--- src/rtl/fft_pkg.sv ---
// Shared types and constants for the FFT butterfly sequencer.
//   fft_seq_state_t : sequencer state encoding
//   N / HALF_N      : default FFT length and butterflies per stage
//   TW_W            : twiddle ROM word width (Q1.12, 14 bits)
//   fft_addr_w()    : address width for a given log2(N)
//   fft_stage_w()   : width of the stage index for a given log2(N)
package fft_pkg;

  typedef enum logic [1:0] {
    IDLE  = 2'd0,
    ISSUE = 2'd1,
    DRAIN = 2'd2,
    DONE  = 2'd3
  } fft_seq_state_t;

  localparam int LOG2N_DEF = 4;
  localparam int N         = 1 << LOG2N_DEF;
  localparam int HALF_N    = N / 2;
  localparam int TW_W      = 14;

  function automatic int fft_addr_w(input int log2n);
    return log2n;
  endfunction

  // Stage index runs 0..log2n-1; never narrower than one bit.
  function automatic int fft_stage_w(input int log2n);
    return (log2n > 1) ? $clog2(log2n) : 1;
  endfunction

endpackage

--- src/rtl/fft_wr_delay_line.sv ---
// Write-back delay line: carries {valid, addr_a, addr_b} for DEPTH cycles so
// the write strobe lines up with the butterfly datapath result.
//   i_clk, i_rst_n          : clock, synchronous active-low reset (clears all)
//   i_valid, i_addr_a/b     : butterfly issued this cycle and its read addresses
//   o_valid, o_addr_a/b     : same butterfly, DEPTH cycles later
module fft_wr_delay_line
  import fft_pkg::*;
#(
  parameter int DEPTH = 3,
  parameter int AW    = 4
) (
  input  logic          i_clk,
  input  logic          i_rst_n,
  input  logic          i_valid,
  input  logic [AW-1:0] i_addr_a,
  input  logic [AW-1:0] i_addr_b,
  output logic          o_valid,
  output logic [AW-1:0] o_addr_a,
  output logic [AW-1:0] o_addr_b
);

  logic [DEPTH-1:0] r_valid;
  logic [AW-1:0]    r_addr_a [DEPTH];
  logic [AW-1:0]    r_addr_b [DEPTH];

  // The datapath cannot stall, so this line shifts every cycle.
  always_ff @(posedge i_clk) begin
    if (!i_rst_n) begin
      r_valid <= '0;
      for (int i = 0; i < DEPTH; i++) begin
        r_addr_a[i] <= '0;
        r_addr_b[i] <= '0;
      end
    end else begin
      r_valid[0]  <= i_valid;
      r_addr_a[0] <= i_addr_a;
      r_addr_b[0] <= i_addr_b;
      for (int i = 1; i < DEPTH; i++) begin
        r_valid[i]  <= r_valid[i-1];
        r_addr_a[i] <= r_addr_a[i-1];
        r_addr_b[i] <= r_addr_b[i-1];
      end
    end
  end

  assign o_valid  = r_valid[DEPTH-1];
  assign o_addr_a = r_addr_a[DEPTH-1];
  assign o_addr_b = r_addr_b[DEPTH-1];

endmodule

--- src/rtl/fft_bfly_sequencer.sv ---
// Radix-2 in-place DIF FFT butterfly sequencer. Issues read-address pairs and
// twiddle pointers stage by stage, delays the addresses for write-back, and
// drains the datapath between stages so no stage reads ahead of the last.
//   i_clk, i_rst_n      : clock, synchronous active-low reset
//   i_start             : start a full pass (only seen in IDLE)
//   i_stall             : hold off butterfly issue this cycle
//   o_busy, o_done      : ISSUE/DRAIN indicator, one-cycle completion pulse
//   o_stage             : current stage index
//   o_bfly_valid        : read addresses / twiddle pointer valid
//   o_rd_addr_a/b       : upper/lower leg read addresses
//   o_rd_ptr_angle      : twiddle index k, angle = -2*pi*k/N
//   o_wr_en, o_wr_addr_a/b : delayed write-back strobe and addresses
//
// state | meaning
// IDLE  | waiting for i_start
// ISSUE | one butterfly per unstalled cycle, k = 0..N/2-1
// DRAIN | BFLY_LAT cycles for in-flight writes to retire (stage barrier)
// DONE  | one-cycle o_done pulse
module fft_bfly_sequencer
  import fft_pkg::*;
#(
  parameter int LOG2N    = LOG2N_DEF,
  parameter int BFLY_LAT = 3
) (
  input  logic                            i_clk,
  input  logic                            i_rst_n,
  input  logic                            i_start,
  input  logic                            i_stall,
  output logic                            o_busy,
  output logic                            o_done,
  output logic [fft_stage_w(LOG2N)-1:0]   o_stage,
  output logic                            o_bfly_valid,
  output logic [LOG2N-1:0]                o_rd_addr_a,
  output logic [LOG2N-1:0]                o_rd_addr_b,
  output logic [LOG2N-2:0]                o_rd_ptr_angle,
  output logic                            o_wr_en,
  output logic [LOG2N-1:0]                o_wr_addr_a,
  output logic [LOG2N-1:0]                o_wr_addr_b
);

  localparam int AW       = fft_addr_w(LOG2N);
  localparam int SW       = fft_stage_w(LOG2N);
  localparam int KW       = AW - 1;
  localparam int DW       = (BFLY_LAT > 1) ? $clog2(BFLY_LAT) : 1;
  localparam int L_HALF_N = (1 << LOG2N) / 2;

  fft_seq_state_t r_state, w_state_nxt;
  logic [KW-1:0]  r_k, w_k_nxt;
  logic [SW-1:0]  r_s, w_s_nxt;
  logic [DW-1:0]  r_cnt, w_cnt_nxt;
  logic [AW-1:0]  r_addr_a, r_addr_b, w_addr_a, w_addr_b;
  logic [KW-1:0]  r_ptr, w_ptr;
  logic [AW-1:0]  w_kx, w_lo_mask, w_j;
  logic [SW-1:0]  w_pos;
  logic           w_issue;

  always_ff @(posedge i_clk) begin
    if (!i_rst_n) begin
      r_state <= IDLE;
      r_k     <= '0;
      r_s     <= '0;
      r_cnt   <= '0;
    end else begin
      r_state <= w_state_nxt;
      r_k     <= w_k_nxt;
      r_s     <= w_s_nxt;
      r_cnt   <= w_cnt_nxt;
    end
  end

  always_comb begin
    w_state_nxt = r_state;
    w_k_nxt     = r_k;
    w_s_nxt     = r_s;
    w_cnt_nxt   = r_cnt;
    case (r_state)
      IDLE: begin
        if (i_start) begin
          w_state_nxt = ISSUE;
          w_k_nxt     = '0;
          w_s_nxt     = '0;
        end
      end
      ISSUE: begin
        if (!i_stall) begin
          if (r_k == KW'(L_HALF_N - 1)) begin
            w_state_nxt = DRAIN;
            w_k_nxt     = '0;
            w_cnt_nxt   = DW'(BFLY_LAT - 1);
          end else begin
            w_k_nxt = r_k + 1'b1;
          end
        end
      end
      DRAIN: begin
        // Down-counter: leave on terminal count, giving exactly BFLY_LAT cycles.
        if (r_cnt == '0) begin
          if (r_s == SW'(LOG2N - 1)) begin
            w_state_nxt = DONE;
          end else begin
            w_state_nxt = ISSUE;
            w_s_nxt     = r_s + 1'b1;
            w_k_nxt     = '0;
          end
        end else begin
          w_cnt_nxt = r_cnt - 1'b1;
        end
      end
      DONE: begin
        w_state_nxt = IDLE;
        w_s_nxt     = '0;
      end
      default: w_state_nxt = IDLE;
    endcase
  end

  // DIF addressing: rd_addr_a is k with a zero inserted at bit (LOG2N-1-s),
  // rd_addr_b sets that bit; j is the part of k below the inserted bit.
  // Computed from next-state k/s so the registered outputs line up with ISSUE.
  always_comb begin
    w_pos     = SW'(LOG2N - 1) - w_s_nxt;
    w_kx      = AW'(w_k_nxt);
    w_lo_mask = (AW'(1) << w_pos) - AW'(1);
    w_j       = w_kx & w_lo_mask;
    w_addr_a  = ((w_kx & ~w_lo_mask) << 1) | w_j;
    w_addr_b  = w_addr_a | (AW'(1) << w_pos);
    w_ptr     = KW'(w_j << w_s_nxt);
  end

  always_ff @(posedge i_clk) begin
    if (!i_rst_n) begin
      r_addr_a <= '0;
      r_addr_b <= '0;
      r_ptr    <= '0;
    end else if (w_state_nxt == ISSUE) begin
      r_addr_a <= w_addr_a;
      r_addr_b <= w_addr_b;
      r_ptr    <= w_ptr;
    end else if (w_state_nxt == IDLE) begin
      r_addr_a <= '0;
      r_addr_b <= '0;
      r_ptr    <= '0;
    end
  end

  assign w_issue = (r_state == ISSUE) && !i_stall;

  fft_wr_delay_line #(
    .DEPTH (BFLY_LAT),
    .AW    (AW)
  ) u_wr_delay (
    .i_clk    (i_clk),
    .i_rst_n  (i_rst_n),
    .i_valid  (w_issue),
    .i_addr_a (r_addr_a),
    .i_addr_b (r_addr_b),
    .o_valid  (o_wr_en),
    .o_addr_a (o_wr_addr_a),
    .o_addr_b (o_wr_addr_b)
  );

  assign o_busy         = (r_state == ISSUE) || (r_state == DRAIN);
  assign o_done         = (r_state == DONE);
  assign o_stage        = r_s;
  assign o_bfly_valid   = w_issue;
  assign o_rd_addr_a    = r_addr_a;
  assign o_rd_addr_b    = r_addr_b;
  assign o_rd_ptr_angle = r_ptr;

endmodule

--- config.mk ---
export PLATFORM = sky130hd
export DESIGN_NAME = fft_bfly_sequencer
export DESIGN_NICKNAME = d
export VERILOG_FILES = /design/src/rtl/fft_pkg.sv /design/src/rtl/fft_wr_delay_line.sv /design/src/rtl/fft_bfly_sequencer.sv
export SDC_FILE = /design/constraint.sdc
export NUM_CORES = 1
export LEC_CHECK = 0
export CORE_ASPECT_RATIO = 0.5
export CORE_UTILIZATION = 45
export DETAILED_ROUTE_END_ITERATION = 8
export PLACE_DENSITY = 0.68
export RECOVER_POWER = 25
export SYNTH_ARGS = -nofsm -noshare
export SYNTH_HDL_FRONTEND = slang
export SYNTH_SLANG_ARGS = --single-unit
--- constraint.sdc ---
create_clock -name i_clk -period 4.7 [get_ports i_clk]
set_input_delay 0.705 -clock i_clk [delete_from_list [all_inputs] [get_ports i_clk]]
set_output_delay 0.705 -clock i_clk [all_outputs]
set_load 0.02 [all_outputs]
=== After elaboration in Yosys (flattened, before gate mapping) ===
Memory sizes are Yosys's and may differ from the RTL's.
Index checks and enable logic that the tools add are counted.

* Equal/unequal tests: 9
* Bitwise gates (word level): 11
* Multiplexer cells: 33
* Shift operators: 2
* Reductions and logical operators: 9
* Add/sub/neg operators: 5

{| class="wikitable"
|+ Operators with widths
! operator !! number
|-
| $mux 4 || 9
|-
| $mux 2 || 11
|-
| $mux 3 || 7
|-
| $pmux 3 s3 || 1
|-
| $or 4x4->4 || 2
|-
| $pmux 2 s4 || 1
|-
| $eq 2x2->1 const B || 3
|-
| $logic_not 2->1 || 3
|-
| $ne 2x2->1 const B || 3
|-
| $or 1x1->1 || 6
|-
| $pmux 2 s3 || 1
|-
| $and 3x4->4 || 1
|-
| $eq 2x1->1 const B || 2
|-
| $pmux 2 s2 || 1
|-
| $reduce_and 4->1 || 1
|-
| $reduce_bool 2->1 || 2
|-
| $shl 1x2->4 const A || 1
|-
| $shl 4x2->3 || 1
|-
| $sub 4x2->4 const B || 1
|-
| $add 3x1->3 const B || 1
|-
| $and 3x3->3 || 1
|-
| $eq 3x3->1 const B || 1
|-
| $not 3->3 || 1
|-
| $add 2x1->2 const B || 1
|-
| 6 further kinds || 7
|}

* Bits of input ports: 4
* Bits in registers: 23
* Memories: 2
* Logic and storage cells: 79
* Output and inout port bits: 25
* RAM bits: 24

{| class="wikitable"
|+ Memories
! memory !! depth !! width !! rd ports !! clocked after Yosys merged registers in !! write ports !! line !! text
|-
| u_wr_delay.r_addr_a || 3 || 4 || 3 || 0 || 3 || fft_wr_delay_line.sv:23 || <nowiki>logic [AW-1:0] r_addr_a [DEPTH];</nowiki>
|-
| u_wr_delay.r_addr_b || 3 || 4 || 3 || 0 || 3 || fft_wr_delay_line.sv:24 || <nowiki>logic [AW-1:0] r_addr_b [DEPTH];</nowiki>
|}

=== Logic depth before layout (Yosys ltp) ===
Gate-level depths: netlist of the first run.

* Depth in word-level cells: 12
* Depth in mapped cells: 10
* Depth with buffers taken out: 8

=== Modules after synthesis ===
A second synthesis of the first run with hierarchy kept.

* Cell total of the unflattened synthesis: 184
* Area, all modules: 1900.6 sq um

{| class="wikitable"
|+ By module, submodules not included
! module !! seq. area each (sq um) !! instances !! cells each !! area an instance (sq um)
|-
| fft_bfly_sequencer || 400.4 || 1 || 120 || 1082.3
|-
| fft_wr_delay_line || 540.5 || 1 || 64 || 818.3
|}

=== Worst setup path before layout of the first run ===
No wires, ideal clock.

* Path kind: register -> register
* Start point: register r_state[0]
* End point: register r_addr_a[0] (netlist: o_rd_addr_a[0])
* Path buffers: 2
* Required time: 4583 ps
* Setup time: 117 ps
* Data arrival time: 1782 ps
* Stages on the path, launching flop included: 10
* Slack: 2801 ps
* Period minus slack after synthesis: 1899 ps
* Cell sequence: dfxtp_1 -> inv_1 -> ha_1 -> buf_4 -> inv_1 -> nor2_1 -> a221o_1 -> and2_1 -> buf_6 -> a22o_1

* Word-level cells in the longest chain between the ends: 8
* Elaborated cells between the ends (all ways): 20
* Classes of those cells: 2 x add/sub; 4 x eq/ne; 1 x shift; 8 x mux; 2 x bitwise; 3 x reduce/logical

{| class="wikitable"
|+ Ends and longest elaborated chain
! item !! line !! text
|-
| start, declared || fft_bfly_sequencer.sv:47 || <nowiki>fft_seq_state_t r_state, w_state_nxt;</nowiki>
|-
| start signal, assigned || fft_bfly_sequencer.sv:64 || <nowiki>r_state <= w_state_nxt;</nowiki>
|-
| $eq 2x2->1 or $logic_not 2->1 (tied branches) || fft_bfly_sequencer.sv:76 || <nowiki>case (r_state)</nowiki>
|-
| $pmux 2 s3 || fft_bfly_sequencer.sv:76 ||
|-
| $sub 2x2->2 || fft_bfly_sequencer.sv:121 || <nowiki>w_pos = SW'(LOG2N - 1) - w_s_nxt;</nowiki>
|-
| $shl 1x2->4 || fft_bfly_sequencer.sv:123 || <nowiki>w_lo_mask = (AW'(1) << w_pos) - AW'(1);</nowiki>
|-
| $sub 4x2->4 || fft_bfly_sequencer.sv:123 ||
|-
| $and 3x4->4 || fft_bfly_sequencer.sv:124 || <nowiki>w_j = w_kx & w_lo_mask;</nowiki>
|-
| $or 4x4->4 || fft_bfly_sequencer.sv:125 || <nowiki>w_addr_a = ((w_kx & ~w_lo_mask) << 1) | w_j;</nowiki>
|-
| $mux 4 || fft_bfly_sequencer.sv:135 || <nowiki>end else if (w_state_nxt == ISSUE) begin</nowiki>
|-
| end signal, assigned || fft_bfly_sequencer.sv:136 || <nowiki>r_addr_a <= w_addr_a;</nowiki>
|-
| end, declared || fft_bfly_sequencer.sv:51 || <nowiki>logic [AW-1:0] r_addr_a, r_addr_b, w_addr_a, w_addr_b;</nowiki>
|}

Parallel ways exist; a longest one is shown, timed or not.
A chain may end at the register's enable or synchronous reset.

=== Final worst setup path of the first run ===
* Start point: register r_state[1]
* End point: output port o_bfly_valid

* Word-level cells in the longest chain between the ends: 2

{| class="wikitable"
|+ Ends and longest elaborated chain
! item !! line !! text
|-
| $eq 2x1->1 || fft_bfly_sequencer.sv:146 || <nowiki>assign w_issue = (r_state == ISSUE) && !i_stall;</nowiki>
|-
| $logic_and 1x1->1 || fft_bfly_sequencer.sv:146 ||
|-
| end, declared || fft_bfly_sequencer.sv:32 || <nowiki>output logic o_bfly_valid,</nowiki>
|}

No other way between the ends.

==> results of run 1 <==
==> layout make-up <==
class,instances,area (um2)
fillers,356,1710
flip-flops and latches,47,941
multi-input cells,110,821
repair buffers,28,280
clock buffers,6,82.6
well taps,54,67.6
clock inverters,2,38.8
inverters,7,26.3
==> metrics by stage <==
step           cell area [um2]  power [mW]  util, %
2_1_floorplan             1900       0.475        -
3_3_place_gp              2140       0.493     53.9
5_1_grt                   2260       0.835     56.9
3_5_place_dp              2140       0.495     53.9
4_1_cts                   2260       0.806     56.9
6_report                  2260       0.798     56.9
==> power groups by stage <==
| stage | Clock [mW] | Sequential [mW] | Combinational (mW) |
|---|---|---|---|
| global placement | 0 | 0.422 | 0.0713 |
| CTS | 0.320 | 0.413 | 0.0736 |
| global route | 0.340 | 0.414 | 0.0809 |
| finish | 0.313 | 0.412 | 0.0732 |
| detailed placement | 0 | 0.422 | 0.0732 |
| floorplan | 0 | 0.424 | 0.0507 |
==> cell usage in the layout, fill, tap and decap left out, types with 2 or more instances in the layout <==
cell type         n
a21oi_1           6
a221o_1           2
a22o_1            5
a22oi_2           2
and2_0            5
and2_1           27
clkbuf_8          6
clkdlybuf4s50_1  27
dfxtp_1          47
ha_1              7
inv_1             7
nand2_1           7
nand2b_1          2
nand3_1           4
nor2_1            5
nor2_2            2
nor2b_1           5
o21ai_0           5
o21ai_1           5
==> state kept, by name, summed over array words and instances, names as in the netlist <==
| register | flops |
|---|---|
| r_k | 3 |
| u_wr_delay.r_valid | 3 |
| o_stage | 2 |
| o_rd_addr_b | 4 |
| u_wr_delay.r_addr_a | 12 |
| o_rd_addr_a | 4 |
| u_wr_delay.r_addr_b | 12 |
| r_state | 2 |
| o_rd_ptr_angle | 3 |
| r_cnt | 2 |
==> cells by family (layout without fill, tap and decap cells) <==
logic type	after synthesis	in the layout	synth area share (%)
simple gates	64	64	20.5
buf+inv	22	43	7.12
compound gates	37	37	17.0
fa+ha+maj	7	7	4.62
mux	2	2	1.12
flops	47	47	49.6
==> metal layers <==
| metal | up-vias | GRT usage, % |
|---|---|---|
| met5 | - | 0 |
| met4 | 0 | 6.46 |
| met3 | 5 | 4.29 |
| met2 | 22 | 23.5 |
| met1 | 538 | 20.5 |
| li1 | 641 | - |
==> critical path: stages (launching register included) <==
cell and delay (ns):
dfxtp_1 0.36, inv_1 0.14, ha_1 0.46, nor2b_4 0.25, clkdlybuf4s50_1 0.61
==> worst paths after layout <==
check	from	end	slack (ns)	cells after the start
max	r_state[1]	o_bfly_valid	1.88	4
min reg2reg	u_wr_delay.r_addr_b[0][4]	u_wr_delay.r_addr_b[0][8]	0.43	1
max reg2reg	r_state[0]	o_rd_ptr_angle[2]	2.45	7
min	u_wr_delay.r_addr_b[0][4]	u_wr_delay.r_addr_b[0][8]	0.43	1
==> impl_metrics.py, run 1 <==
metrics = {
    "outcome": {
        "status": "completed",
    },
    "power": {
        "pwr-share-seq_pct": 51.7,
        "clkPwrFrac_pct": 39.2,
        "pwr-share-comb_pct": 9.2,
        "power.leakage_nw": 0.884,
        "peakVddDrop_mv": 0.140,
        "p_int_uw": 613,
        "power_density_nw_per_um2": 354,
        "power.share.switching_pct": 23.2,
        "power.switching_uw": 185,
    },
    "setup_path": {
        "criticalPathCategory": "reg -> out",
        "cp-end-kind": "output pin",
        "arrival_ns": 2.12,
        "required_ns": 3.99,
        "crit_path_start_kind": "flip-flop",
        "cp_max_fo": 10,
    },
    "synth": {
        "synth_top_area_share_pct": 49.6,
        "synthTopCellsByCount": "47 x dfxtp_1, 32 x and2_1, 10 x buf_4",
        "synth_edf_count": 0,
        "synth.distinct_cells": 40,
        "ys_warn_count": 0,
        "ys_seq_elements": 47,
        "synth_area_leaders": "dfxtp_1 50%, and2_1 11%, ha_1 4.6%",
        "yosysMostFrequentCell": "dfxtp_1",
        "async_reset_ff_share_pct": 0,
        "synth_flop_cell": "dfxtp_1",
        "syn_area_um2": 1900,
        "synth_area_leader_cell": "dfxtp_1",
        "seq_area_frac_synth_pct": 49.6,
        "avgSynthCellArea_um2": 10.6,
        "netlist_instances": 179,
        "syn_nets": 190,
    },
    "timing": {
        "fin_crit_sh_pct": 60.1,
        "skew_ns": 0.00547,
        "timing.setup.tns_ns": 0,
        "max_freq_ghz": 0.354,
        "slew_violations": 0,
        "worst_pin_slew_ns": 0.910,
        "timing.hold.ws_ns": 0.434,
        "timing.final.ws_setup_ns": 1.88,
        "slew_headroom_pct": 39.1,
        "rsz0062_at_grt": "no",
        "finalSetupViolCount": 0,
        "fin_crit_ns": 2.82,
        "hold_viol_final": 0,
    },
    "drt": {
        "vias": 1206,
        "post_drt_wl_per_cell_um": 12.2,
        "highest-signal-layer": "met4",
        "drtIter0Drc": 41,
        "routed_wl_mm": 3.10,
        "via_per_inst": 4.75,
        "met2_length_mm": 1.37,
        "wl_met3_um": 127,
        "drc": 0,
        "drtPass1Iterations": 4,
        "drt-met1-wl_mm": 1.57,
        "antenna_left": 0,
    },
    "job": {
        "maxCapViolCount": 0,
    },
    "clock_tree": {
        "cts_inserted_buffers": 5,
        "cts_resized": 0,
        "clock_path_buffers": 2,
        "cts-root-buf": "clkbuf_8",
        "clkSinkCount": 47,
        "clk-insertion-delay-late_ns": 0.30,
        "post_cts_buffers": 0,
        "h-tree-depth": 2,
        "holdBufCountCts": 0,
        "path_clk_slew_ns": 0.09,
        "cts_tree": "done",
    },
    "layout": {
        "antenna-diode-count": 0,
        "nets": 210,
        "fin_cells": 254,
        "area_growth_pct": 19.0,
        "drive_above_1_share_pct": 12.0,
    },
    "placed_design": {
        "port_buffers": 28,
        "gp_congestion": 0.905,
        "pre_cts_slack_ns": 1.86,
        "dpl.hpwl_mm": 2.14,
        "dp_cells": 246,
    },
    "worst_hold_path": {
        "min_path_type": "reg -> reg",
    },
    "die": {
        "rows": 16,
        "die_y_um": 47.9,
        "die_width_um": 93.8,
        "die_area_um2": 4490,
        "core_um2": 3960,
        "pin_count": 29,
        "start_util_pct": 47.9,
    },
    "global_route": {
        "grt_pass1_vias": 1026,
        "grt_pass1_wl_mm": 5.07,
        "antenna_found_initial": 0,
        "grt_start_max_net_pins": 37,
        "overflow": 0,
        "grt_usage_pct": 15.2,
    },
}
No activity file was read; power rests on OpenSTA's default activity.
==> inputs of run 2 (changes only) <==
--- a/config.mk
+++ b/config.mk
@@ -8,7 +8,7 @@
 export CORE_ASPECT_RATIO = 0.5
 export CORE_UTILIZATION = 45
 export DETAILED_ROUTE_END_ITERATION = 8
-export PLACE_DENSITY = 0.68
+export PLACE_DENSITY = 0.71
 export RECOVER_POWER = 25
 export SYNTH_ARGS = -nofsm -noshare
 export SYNTH_HDL_FRONTEND = slang
==> constraint.sdc (replaced) <==
create_clock -name i_clk -period 2.5 [get_ports i_clk]
set_input_delay 0.375 -clock i_clk [delete_from_list [all_inputs] [get_ports i_clk]]
set_output_delay 0.375 -clock i_clk [all_outputs]
set_load 0.02 [all_outputs]
==> impl_metrics.py, run 2 (synthesis gave the netlist of run 1 again) <==
metrics = {
    "timing": {
        "hold_viol_final": 0,
        "worst_pin_slew_ns": 0.784,
        "slew_headroom_pct": 47.6,
        "skew_ns": 0.00749,
        "rsz0062_at_grt": "no",
        "timing.setup.tns_ns": 0,
        "finalSetupViolCount": 0,
        "max_freq_ghz": 0.430,
        "fin_crit_ns": 2.33,
        "slew_violations": 0,
        "fin_crit_sh_pct": 93.1,
    },
    "clock_tree": {
        "clock_path_buffers": 2,
        "clkSinkCount": 47,
        "clk-insertion-delay-late_ns": 0.30,
        "post_cts_buffers": 0,
        "cts_tree": "done",
        "cts-root-buf": "clkbuf_8",
        "path_clk_slew_ns": 0.09,
        "h-tree-depth": 2,
        "cts_inserted_buffers": 5,
    },
    "power": {
        "power_density_nw_per_um2": 622,
        "power.leakage_nw": 0.878,
        "peakVddDrop_mv": 0.219,
    },
    "die": {
        "start_util_pct": 47.9,
        "die_area_um2": 4490,
        "core_um2": 3960,
        "pin_count": 29,
        "die_y_um": 47.9,
        "die_width_um": 93.8,
        "rows": 16,
    },
    "drt": {
        "antenna_left": 0,
        "drtPass1Iterations": 4,
        "drtIter0Drc": 23,
        "vias": 1242,
        "via_per_inst": 4.87,
        "drc": 0,
        "post_drt_wl_per_cell_um": 11.8,
        "routed_wl_mm": 3.01,
    },
    "setup_path": {
        "cp-end-kind": "output pin",
        "cp_slowest_cell": "clkdlybuf4s50_1",
        "worst-r2r-cell-count": 7,
        "crit_chain": "ha_2, nor2b_4, clkdlybuf4s50_1",
        "required_ns": 2.12,
        "arrival_ns": 1.95,
        "cpPeakStageDelay_ns": 0.61,
        "cp_max_fo": 10,
        "criticalPathCategory": "reg -> out",
        "crit_path_start_kind": "flip-flop",
    },
    "layout": {
        "drive_above_1_share_pct": 12.4,
        "final_cell_mix": "47 x dfxtp_1, 31 x and2_1, 27 x clkdlybuf4s50_1",
        "reg_top3": "u_wr_delay.r_addr_a x12, u_wr_delay.r_addr_b x12",
        "area_growth_pct": 18.0,
        "fin_cells": 255,
        "layout_commonest_cell": "dfxtp_1",
        "antenna-diode-count": 0,
        "nets": 211,
    },
    "job": {
        "maxCapViolCount": 0,
    },
    "global_route": {
        "grt_pass1_wl_mm": 4.74,
        "overflow": 0,
        "grt_usage_pct": 14.4,
        "grt_pass1_vias": 995,
        "antenna_found_initial": 0,
        "grt_start_max_net_pins": 29,
    },
    "outcome": {
        "status": "completed",
    },
    "worst_hold_path": {
        "hold_depth": 1,
        "min_path_type": "reg -> reg",
    },
    "placed_design": {
        "gp_congestion": 0.935,
        "dp_cells": 247,
        "dpl.hpwl_mm": 2.13,
        "port_buffers": 28,
    },
}
## run 2: cell count changes in the layout (fill, tap and decap cells not counted), sizes merged
cell,change
clkinv,+1
clkbuf,+1
bufinv,-1
## run 2: routing by layer
layer,global-route usage (%),share of wire (%),vias to the layer above
met4,7.38,1.9,0
met5,0,0,-
met3,4.92,4.1,8
met1,18.9,52,570
li1,-,-,640
met2,21.6,42,24
## run 2: cell type report
type	count	area (um2)
multi-input cells	110	823
well taps	54	67.6
flip-flops and latches	47	941
fillers	349	1730
repair buffers	29	284
clock inverters	2	13.8
clock buffers	6	82.6
inverters	7	26.3
## run 2: stage by stage
stage | worst slack [ns] | utilization [%] | hold WS (ns) | power, mW | instance area (um2)
floorplan | 0.601 | - | 0.412 | 0.893 | 1900
global placement | 0.255 | 54.1 | 0.414 | 0.928 | 2140
detailed placement | 0.198 | 54.1 | 0.418 | 0.932 | 2140
CTS | 0.0204 | 56.5 | 0.439 | 1.41 | 2240
global route | 0.0572 | 56.5 | 0.449 | 1.46 | 2240
finish | 0.172 | 56.5 | 0.437 | 1.39 | 2240
## run 2: repair_timing
item	in CTS	in global routing
endpoints found under the setup margin	0	1
hold buffers	0	0
gates resized for setup	0	1
## run 2: final timing paths
| check | start | to | slack [ns] |
|---|---|---|---|
| setup / recovery | r_state[0] | o_bfly_valid | 0.17 |
| hold / removal | u_wr_delay.r_addr_a[0][3] | u_wr_delay.r_addr_a[0][7] | 0.44 |
| setup reg to reg | r_state[0] | o_rd_ptr_angle[2] | 0.25 |
| hold reg to reg | u_wr_delay.r_addr_a[0][3] | u_wr_delay.r_addr_a[0][7] | 0.44 |
## run 2: report_power, final
part | switching (mW) | internal (mW)
logic | 0.0788 | 0.0594
clock network | 0.251 | 0.226
registers | 0.0110 | 0.765
## run 2: critical path: cells and delay by family, from the launching register on
kind,cells,cell delay [ns]
and+or+nand+nor,1,0.20
buffers and inverters,1,0.61
DFF,1,0.46
adders and majority gates,1,0.37
==> inputs of run 3 (changes only) <==
--- a/config.mk
+++ b/config.mk
@@ -6,6 +6,7 @@
 export NUM_CORES = 1
 export LEC_CHECK = 0
 export CORE_ASPECT_RATIO = 0.5
+export CORE_MARGIN = 4
 export CORE_UTILIZATION = 45
 export DETAILED_ROUTE_END_ITERATION = 8
 export PLACE_DENSITY = 0.71
==> impl_metrics.py, run 3 (synthesis gave the netlist of run 1 again) <==
metrics = {
    "outcome": {
        "status": "completed",
    },
    "timing": {
        "skew_ns": 0.00458,
        "slew_headroom_pct": 39.8,
        "hold_viol_final": 0,
        "finalSetupViolCount": 0,
        "rsz0062_at_grt": "no",
        "worst_pin_slew_ns": 0.903,
        "fin_crit_ns": 2.33,
        "timing.setup.tns_ns": 0,
        "max_freq_ghz": 0.429,
        "slew_violations": 0,
        "fin_crit_sh_pct": 93.2,
    },
    "drt": {
        "drtPass1Iterations": 4,
        "post_drt_wl_per_cell_um": 11.9,
        "drc": 0,
        "via_per_inst": 4.73,
        "antenna_left": 0,
        "vias": 1206,
        "routed_wl_mm": 3.03,
        "drtIter0Drc": 41,
    },
    "power": {
        "power.switching_uw": 351,
        "power.leakage_nw": 0.885,
        "p_total_mw": 1.48,
        "clkPwrFrac_pct": 38.2,
        "peakVddDrop_mv": 0.229,
        "pwr-share-seq_pct": 52.4,
        "pwr-share-comb_pct": 9.3,
        "p_int_mw": 1.13,
        "power.share.switching_pct": 23.8,
        "power_density_nw_per_um2": 655,
    },
    "clock_tree": {
        "clock_path_buffers": 2,
        "holdBufCountCts": 0,
        "cts_tree": "done",
        "clk-insertion-delay-late_ns": 0.29,
        "clkSinkCount": 47,
        "post_cts_buffers": 0,
        "h-tree-depth": 2,
        "cts-root-buf": "clkbuf_8",
        "path_clk_slew_ns": 0.09,
        "cts_resized": 0,
        "cts_inserted_buffers": 5,
    },
    "global_route": {
        "antenna_found_initial": 0,
        "grt_pass1_vias": 1105,
        "grt_usage_pct": 12.0,
        "overflow": 0,
        "grt_pass1_wl_mm": 5.00,
        "grt_start_max_net_pins": 32,
    },
    "die": {
        "die_area_um2": 5380,
        "pin_count": 29,
        "start_util_pct": 47.6,
        "core_um2": 3980,
        "die_width_um": 99.8,
        "rows": 16,
        "die_y_um": 53.9,
    },
    "setup_path": {
        "required_ns": 2.12,
        "criticalPathCategory": "reg -> out",
        "crit_path_start_kind": "flip-flop",
        "cpPeakStageDelay_ns": 0.62,
        "cp_slowest_cell": "clkdlybuf4s50_1",
        "regToRegEndpoint": "o_rd_addr_a[1]",
        "reg2reg_slack_ns": 0.27,
        "crit_chain": "inv_1, ha_2, nor2b_4, clkdlybuf4s50_1",
        "worst-r2r-cell-count": 7,
        "cp_max_fo": 10,
        "cp-end-kind": "output pin",
        "arrival_ns": 1.95,
        "regToRegStartpoint": "r_state[0]",
    },
    "layout": {
        "fin_area_um2": 2260,
        "final_cell_mix": "47 x dfxtp_1, 30 x and2_1, 27 x clkdlybuf4s50_1",
        "fin_cells": 255,
        "reg_top3": "u_wr_delay.r_addr_a x12, u_wr_delay.r_addr_b x12",
        "drive_above_1_share_pct": 12.4,
        "antenna-diode-count": 0,
        "area_growth_pct": 19.1,
        "nets": 211,
        "layout_commonest_cell": "dfxtp_1",
    },
    "placed_design": {
        "dp_cells": 247,
        "port_buffers": 28,
        "gp_congestion": 0.794,
        "placed_area_um2": 2140,
        "dpl.hpwl_mm": 2.16,
    },
    "worst_hold_path": {
        "hold-path-endpoint": "u_wr_delay.r_addr_a[0][5]",
        "min_path_type": "reg -> reg",
        "hold_depth": 1,
        "hold_start": "u_wr_delay.r_addr_a[0][1]",
    },
    "job": {
        "maxCapViolCount": 0,
    },
}
-- run 3: worst max-delay path: cells and delay by family, from the launching register on --
kind	cells	cell delay, ns
flops	1	0.36
fa+ha+maj	1	0.33
buf+inv	2	0.75
simple gates	1	0.22
-- run 3: worst max path at each step --
stage,start,to,slack [ns]
6_report,r_state[1],o_bfly_valid,0.17
3_5_place_dp,i_stall,o_rd_ptr_angle[2],0.21
2_1_floorplan,r_state[0],o_rd_addr_a[0],0.60
5_1_grt,r_state[1],o_bfly_valid,0.06
4_1_cts,r_state[1],o_bfly_valid,0.02
3_3_place_gp,i_stall,o_rd_ptr_angle[2],0.25
-- run 3: cell type report --
class,instances,area (um2)
Clock buffer,5,68.8
Clock inverter,3,47.5
Fill cell,358,1730
Inverter,7,26.3
Multi-Input combinational cell,110,823
Sequential cell,47,941
Tap cell,54,67.6
Timing Repair Buffer,29,284
-- run 3: per-stage QoR --
stage / hold WS, ns / utilization [%] / setup WS, ns
6_report: 0.436 / 56.7 / 0.170
3_3_place_gp: 0.414 / 53.8 / 0.253
4_1_cts: 0.439 / 56.7 / 0.0214
2_1_floorplan: 0.412 / - / 0.601
5_1_grt: 0.448 / 56.7 / 0.0623
3_5_place_dp: 0.418 / 53.8 / 0.210
-- run 3: metal layers --
metal	global-route usage, %	wire length [um]
met5	0	0
met4	4.76	10
met3	4.40	145
met1	14.5	1510
met2	20.0	1370
-- run 3: power groups by stage --
stage	clock network [mW]	registers, mW	logic, mW
2_1_floorplan	0	0.797	0.0953
3_3_place_gp	0	0.793	0.136
3_5_place_dp	0	0.793	0.139
4_1_cts	0.582	0.775	0.139
5_1_grt	0.615	0.777	0.152
6_report	0.566	0.775	0.138
